## src/rtl/reset_sequencer_pkg.sv

```systemverilog
// reset_sequencer_pkg: state encoding, counter sizing and default parameters
// shared by the reset sequencer and its synchronizer.
package reset_sequencer_pkg;
  typedef enum logic [1:0] {ST_WAIT_LOCK, ST_DELAY, ST_WAIT_ACK, ST_DONE} seq_state_e;
  localparam int NUM_STAGES_DEF  = 3;
  localparam int SYNC_DEPTH_DEF  = 2;
  localparam int LOCK_FILTER_DEF = 8;
  localparam int STAGE_DELAY_DEF = 16;
  localparam int ACK_TIMEOUT_DEF = 256;
  function automatic int cnt_w(input int max_val);
    return (max_val < 1) ? 1 : $clog2(max_val + 1);
  endfunction
endpackage

```

## src/rtl/reset_seq_bit_sync.sv

```systemverilog
// reset_seq_bit_sync: SYNC_DEPTH-flop single-bit synchronizer, cleared to 0 by reset_n.
module reset_seq_bit_sync #(
  parameter int SYNC_DEPTH = 2
) (
  input  logic clk,
  input  logic reset_n,
  input  logic d,
  output logic q
);
  (* preserve *) logic [SYNC_DEPTH-1:0] sync_q;
  always_ff @(posedge clk or negedge reset_n)
    if (!reset_n) sync_q <= '0;
    else sync_q <= {sync_q[SYNC_DEPTH-2:0], d};
  assign q = sync_q[SYNC_DEPTH-1];
endmodule

```

## src/rtl/reset_sequencer.sv

```systemverilog
// reset_sequencer: releases NUM_STAGES reset domains in index order once PLL lock
// is stable, waiting (with timeout) for each stage's ack before the next release.
module reset_sequencer
  import reset_sequencer_pkg::*;
#(
  parameter int NUM_STAGES  = NUM_STAGES_DEF,
  parameter int SYNC_DEPTH  = SYNC_DEPTH_DEF,
  parameter int LOCK_FILTER = LOCK_FILTER_DEF,
  parameter int STAGE_DELAY = STAGE_DELAY_DEF,
  parameter int ACK_TIMEOUT = ACK_TIMEOUT_DEF
) (
  input  logic                  clk,
  input  logic                  reset_n,
  input  logic                  pll_locked,
  input  logic                  soft_reset_req,
  input  logic [NUM_STAGES-1:0] stage_ack,
  output logic [NUM_STAGES-1:0] reset_out,
  output logic                  seq_done,
  output logic                  timeout_err
);
  localparam int FW = cnt_w(LOCK_FILTER);
  localparam int DW = cnt_w(STAGE_DELAY);
  localparam int TW = cnt_w(ACK_TIMEOUT);
  localparam int IW = cnt_w(NUM_STAGES - 1);
  seq_state_e            state_q, state_d;
  logic [FW-1:0]         filt_q, filt_d;
  logic [DW-1:0]         dly_q, dly_d;
  logic [TW-1:0]         to_q, to_d;
  logic [IW-1:0]         idx_q, idx_d;
  logic [NUM_STAGES-1:0] reset_d;
  logic                  lock_s, abort, ack, expired, last, err_d, done_d;
  reset_seq_bit_sync #(.SYNC_DEPTH(SYNC_DEPTH)) u_lock_sync (
    .clk     (clk),
    .reset_n (reset_n),
    .d       (pll_locked),
    .q       (lock_s)
  );
  assign abort   = soft_reset_req || (!lock_s && state_q != ST_WAIT_LOCK);
  assign ack     = stage_ack[idx_q];
  assign expired = to_q == TW'(ACK_TIMEOUT);
  assign last    = idx_q == IW'(NUM_STAGES - 1);
  assign done_d  = (state_q == ST_DONE) && !abort;
  // Counters are cleared on every exit from their state, so each bound is reached exactly once.
  always_comb begin
    state_d = state_q;
    filt_d  = filt_q;
    dly_d   = dly_q;
    to_d    = to_q;
    idx_d   = idx_q;
    reset_d = reset_out;
    err_d   = timeout_err;
    case (state_q)
      ST_WAIT_LOCK: begin
        filt_d = lock_s ? filt_q + 1'b1 : '0;
        if (lock_s && filt_q == FW'(LOCK_FILTER - 1)) begin
          state_d = ST_DELAY;
          filt_d  = '0;
          idx_d   = '0;
        end
      end
      ST_DELAY: begin
        dly_d = dly_q + 1'b1;
        if (dly_q == DW'(STAGE_DELAY - 1)) begin
          state_d        = ST_WAIT_ACK;
          dly_d          = '0;
          to_d           = TW'(1);
          reset_d[idx_q] = 1'b0;
        end
      end
      ST_WAIT_ACK: begin
        to_d = to_q + 1'b1;
        if (ack || expired) begin
          err_d   = timeout_err | ~ack;
          to_d    = '0;
          state_d = last ? ST_DONE : ST_DELAY;
          idx_d   = last ? idx_q : idx_q + 1'b1;
        end
      end
      default: ;
    endcase
    if (abort) begin
      state_d = ST_WAIT_LOCK;
      filt_d  = '0;
      dly_d   = '0;
      to_d    = '0;
      idx_d   = '0;
      reset_d = '1;
      err_d   = timeout_err;
    end
  end
  always_ff @(posedge clk or negedge reset_n)
    if (!reset_n) begin
      state_q     <= ST_WAIT_LOCK;
      filt_q      <= '0;
      dly_q       <= '0;
      to_q        <= '0;
      idx_q       <= '0;
      reset_out   <= '1;
      seq_done    <= 1'b0;
      timeout_err <= 1'b0;
    end else begin
      state_q     <= state_d;
      filt_q      <= filt_d;
      dly_q       <= dly_d;
      to_q        <= to_d;
      idx_q       <= idx_d;
      reset_out   <= reset_d;
      seq_done    <= done_d;
      timeout_err <= err_d;
    end
endmodule

```

## config.mk

```make
export PLATFORM = sky130hd
export DESIGN_NAME = reset_sequencer
export DESIGN_NICKNAME = d
export VERILOG_FILES = /design/src/rtl/reset_sequencer_pkg.sv /design/src/rtl/reset_seq_bit_sync.sv /design/src/rtl/reset_sequencer.sv
export SDC_FILE = /design/constraint.sdc
export NUM_CORES = 1
export LEC_CHECK = 0
export BUFFER_PORTS_ARGS = -buffer_cell sky130_fd_sc_hd__buf_2
export CAP_MARGIN = 5
export CORE_UTILIZATION = 30
export DETAILED_ROUTE_END_ITERATION = 6
export PLACE_DENSITY = 0.44
export SYNTH_ARGS = -nofsm -noshare
export SYNTH_HDL_FRONTEND = slang
export SYNTH_SLANG_ARGS = --single-unit
export TNS_END_PERCENT = 50
```

## constraint.sdc

```tcl
create_clock -name clk -period 3.7 [get_ports clk]
set_input_delay 0.555 -clock clk [delete_from_list [all_inputs] [get_ports clk]]
set_output_delay 0.555 -clock clk [all_outputs]
set_load 0.01 [all_outputs]
```

==> impl_metrics.ini <==
[critical_path]
r2r_cells = 6
reg2reg_slack_ns = 0.98
crit_family = simple AND/OR/NAND/NOR gates
reg2reg_to = to_q[3]
worstPathCellList = inv_1 -> ha_1 -> o21ba_2 -> nand2_1 -> nor4_1 -> a22o_1
cp_data_arrival_time_ns = 2.93
worstPathMaxFanout = 11
cp_slowest_cell = nor4_1
end_kind = register
crit_buf_inv = 1
critPathMaxStageDelay_ns = 0.99
cp-start-kind = register
r2r-start = state_q[0]
cp.required_ns = 3.92
path_class = reg -> reg

[sta]
post-route-period-util = 0.735
rsz0062_at_grt = no
fin_crit_ns = 2.72
hold_violations = 0
slew_headroom = 0.274
fin_tns_setup_ns = 0
whs_ns = 0.310
drv_slew = 0
worstMarginPinSlew_ns = 1.08
finalSetupViolCount = 0
fin_skew_ns = 0.00990
clock.fmax_ghz = 0.368

[synth]
async_reset_ff_frac = 1.00
synthesis.nets = 183
syn_inst = 165
syn-cell-area_um2 = 1680
ys_seq_area_frac = 0.433
synth-edff-count = 0
synthFlopType = dfrtp_1
ys_ff_latch = 29
syn_avg_cell_area_um2 = 10.2
synth_warnings = 0
synth_cell_type_count = 45

[floorplanning]
die_w_um = 76.9
rows = 26
io_pins = 12
start_util = 0.320
fp.coreArea_um2 = 5270
die_y_um = 76.9
die-area_um2 = 5920

[clock_tree]
cts_buffers = 5
cts_resized = 0
cts_max_level = 2
cts_max_path_buffers = 2
path_clk_slew_ns = 0.07
holdBufCountCts = 0
clock-root-buffer = clkbuf_8
cts_setup_buffers = 0
clk_latency_ns = 0.28
cts.sinks = 29
cts_tree = yes

[routing]
antenna_left = 0
detail_route.wl_per_cell_um = 14.4
routed_via_density = 5.34
drc = 0
first_pass_iters = 4
vias = 1329
dr.first_iter.drc_count = 59
wl_um = 3590

[placement]
gp_congestion = 0.721
place_inst = 241
dp_hpwl_um = 2460
io_buffer_count = 11

[grt]
grt_max_degree = 30
grt_pass1_vias = 1194
grt_first_pass_wirelength_um = 5980
grt_overflow = 0
grt_use_total = 0.130
antenna_found_initial = 0

[pwr]
power_switching_mw = 0.270
clockPowerShare = 0.372
ir_drop_v = 0.000160
internal_power_mw = 0.640
p_comb_frac = 0.231
sw_frac_of_total = 0.297
seq_power_share = 0.397
leakage_nw = 0.830
power_density_nw_per_um2 = 474

[cells_and_area]
layout-drive-gt1-share = 0.162
layoutNonFillerInstCount = 249
antenna_cells = 0
nFillCells = 560
synthToLayoutAreaGrowth_pct = 14.0
fin_nets = 196
postLayoutCoreUtil = 0.364

[hold_path]
min_path_type = in -> async

[run]
drv_cap = 0

[outcome]
status = completed
## placed cells by master (no fill, tap or decap), types with 3 or more instances in the layout
cell,Yosys,layout
a21o_1,4,4
a22o_1,8,8
and2_1,4,4
and3_1,3,3
buf_2,4,11
clkbuf_8,0,6
dfrtp_1,26,26
dfstp_2,3,3
ha_1,11,11
inv_1,7,7
nand2_1,14,14
nand3_1,4,4
nand3b_1,3,3
nor2_1,14,14
nor2b_1,4,4
nor3_1,3,3
o211ai_1,3,3
o21ai_0,5,5
o41ai_1,6,6
## synthesized netlist by cell type (all sizes together) (2+ instances only)
library cell | count | area (um2)
nor3b | 2 | 15.0
buf | 6 | 35.0
nand4b | 2 | 17.5
a41oi | 2 | 17.5
nor3 | 3 | 15.0
dfstp | 3 | 78.8
and2 | 4 | 25.0
nor2 | 14 | 52.6
dfrtp | 26 | 651
a21o | 4 | 30.0
o211a | 2 | 20.0
inv | 7 | 26.3
o21a | 2 | 15.0
nand3 | 4 | 20.0
nor2b | 4 | 25.0
and3 | 3 | 18.8
xor2 | 2 | 17.5
mux2i | 2 | 20.0
nand3b | 3 | 22.5
nand4 | 2 | 12.5
o211ai | 3 | 22.5
o32ai | 2 | 17.5
o311a | 2 | 20.0
a22o | 8 | 70.1
nor4 | 2 | 27.5
o21ai | 5 | 25.0
o41ai | 6 | 52.6
nand2 | 14 | 52.6
ha | 11 | 138
mux2 | 2 | 22.5
## per-stage QoR
step                      setup slack [ns]  total power [mW]  cell area (um2)
after floorplan                       1.75             0.524             1680
after global placement                1.13             0.572             1800
after detailed placement             0.984             0.577             1800
after CTS                            0.975             0.924             1920
after global routing                 0.724             0.973             1920
final                                0.982             0.910             1920
## worst max-delay path by stage
stage | slack (ns) | startpoint | depth (start not counted) | endpoint
2_1_floorplan | 1.75 | state_q[1] | 7 | to_q[3]
3_3_place_gp | 1.13 | state_q[0] | 6 | to_q[4]
3_5_place_dp | 0.98 | state_q[0] | 6 | to_q[3]
4_1_cts | 0.97 | state_q[0] | 6 | to_q[3]
5_1_grt | 0.72 | state_q[0] | 6 | to_q[3]
6_report | 0.98 | state_q[0] | 6 | to_q[3]
## power groups by stage
stage	registers (mW)	logic, mW	clock network, mW
after floorplan	0.360	0.164	0
after global placement	0.365	0.207	0
after detailed placement	0.367	0.210	0
after CTS	0.361	0.210	0.352
after global routing	0.366	0.238	0.369
final	0.362	0.210	0.338
## per-layer routing
layer	share of wire	global-route usage	wire, um	vias to the layer above
met4	0.016	0.0519	57	0
li1	-	-	-	640
met5	0	0	0	-
met2	0.45	0.186	1600	30
met3	0.043	0.0393	153	6
met1	0.49	0.182	1780	653
## state kept, by name, indices dropped and copies added, names as in the netlist
| name | cells |
|---|---|
| seq_done | 1 |
| state_q | 2 |
| timeout_err | 1 |
| u_lock_sync.sync_q | 2 |
| dly_q | 5 |
| reset_out | 3 |
| filt_q | 4 |
| to_q | 9 |
| idx_q | 2 |
## worst register-to-register path: stages (launching register included)
cell and delay [ns]:
dfrtp_1 0.41, inv_1 0.12, ha_1 0.33, o21ba_2 0.25
nand2_1 0.27, nor4_1 0.99, a22o_1 0.29
## kinds of logic after synthesis
family | after synthesis | share of synthesized area
compound gates | 45 | 0.216
xor+xnor | 2 | 0.0104
flops | 29 | 0.433
mux | 4 | 0.0253
simple gates | 60 | 0.195
fa+ha+maj | 11 | 0.0817
buf+inv | 14 | 0.0386
## area by class of cell
| type | instances | area, um2 | share of cell area |
|---|---|---|---|
| Sequential cell | 29 | 729 | 0.380 |
| Clock buffer | 7 | 86.3 | 0.0450 |
| Clock inverter | 1 | 30.0 | 0.0156 |
| Timing Repair Buffer | 13 | 70.1 | 0.0365 |
| Tap cell | 70 | 87.6 | 0.0456 |
| Inverter | 7 | 26.3 | 0.0137 |
| Multi-Input combinational cell | 122 | 890 | 0.463 |
(Power assumes the default switching activity.)
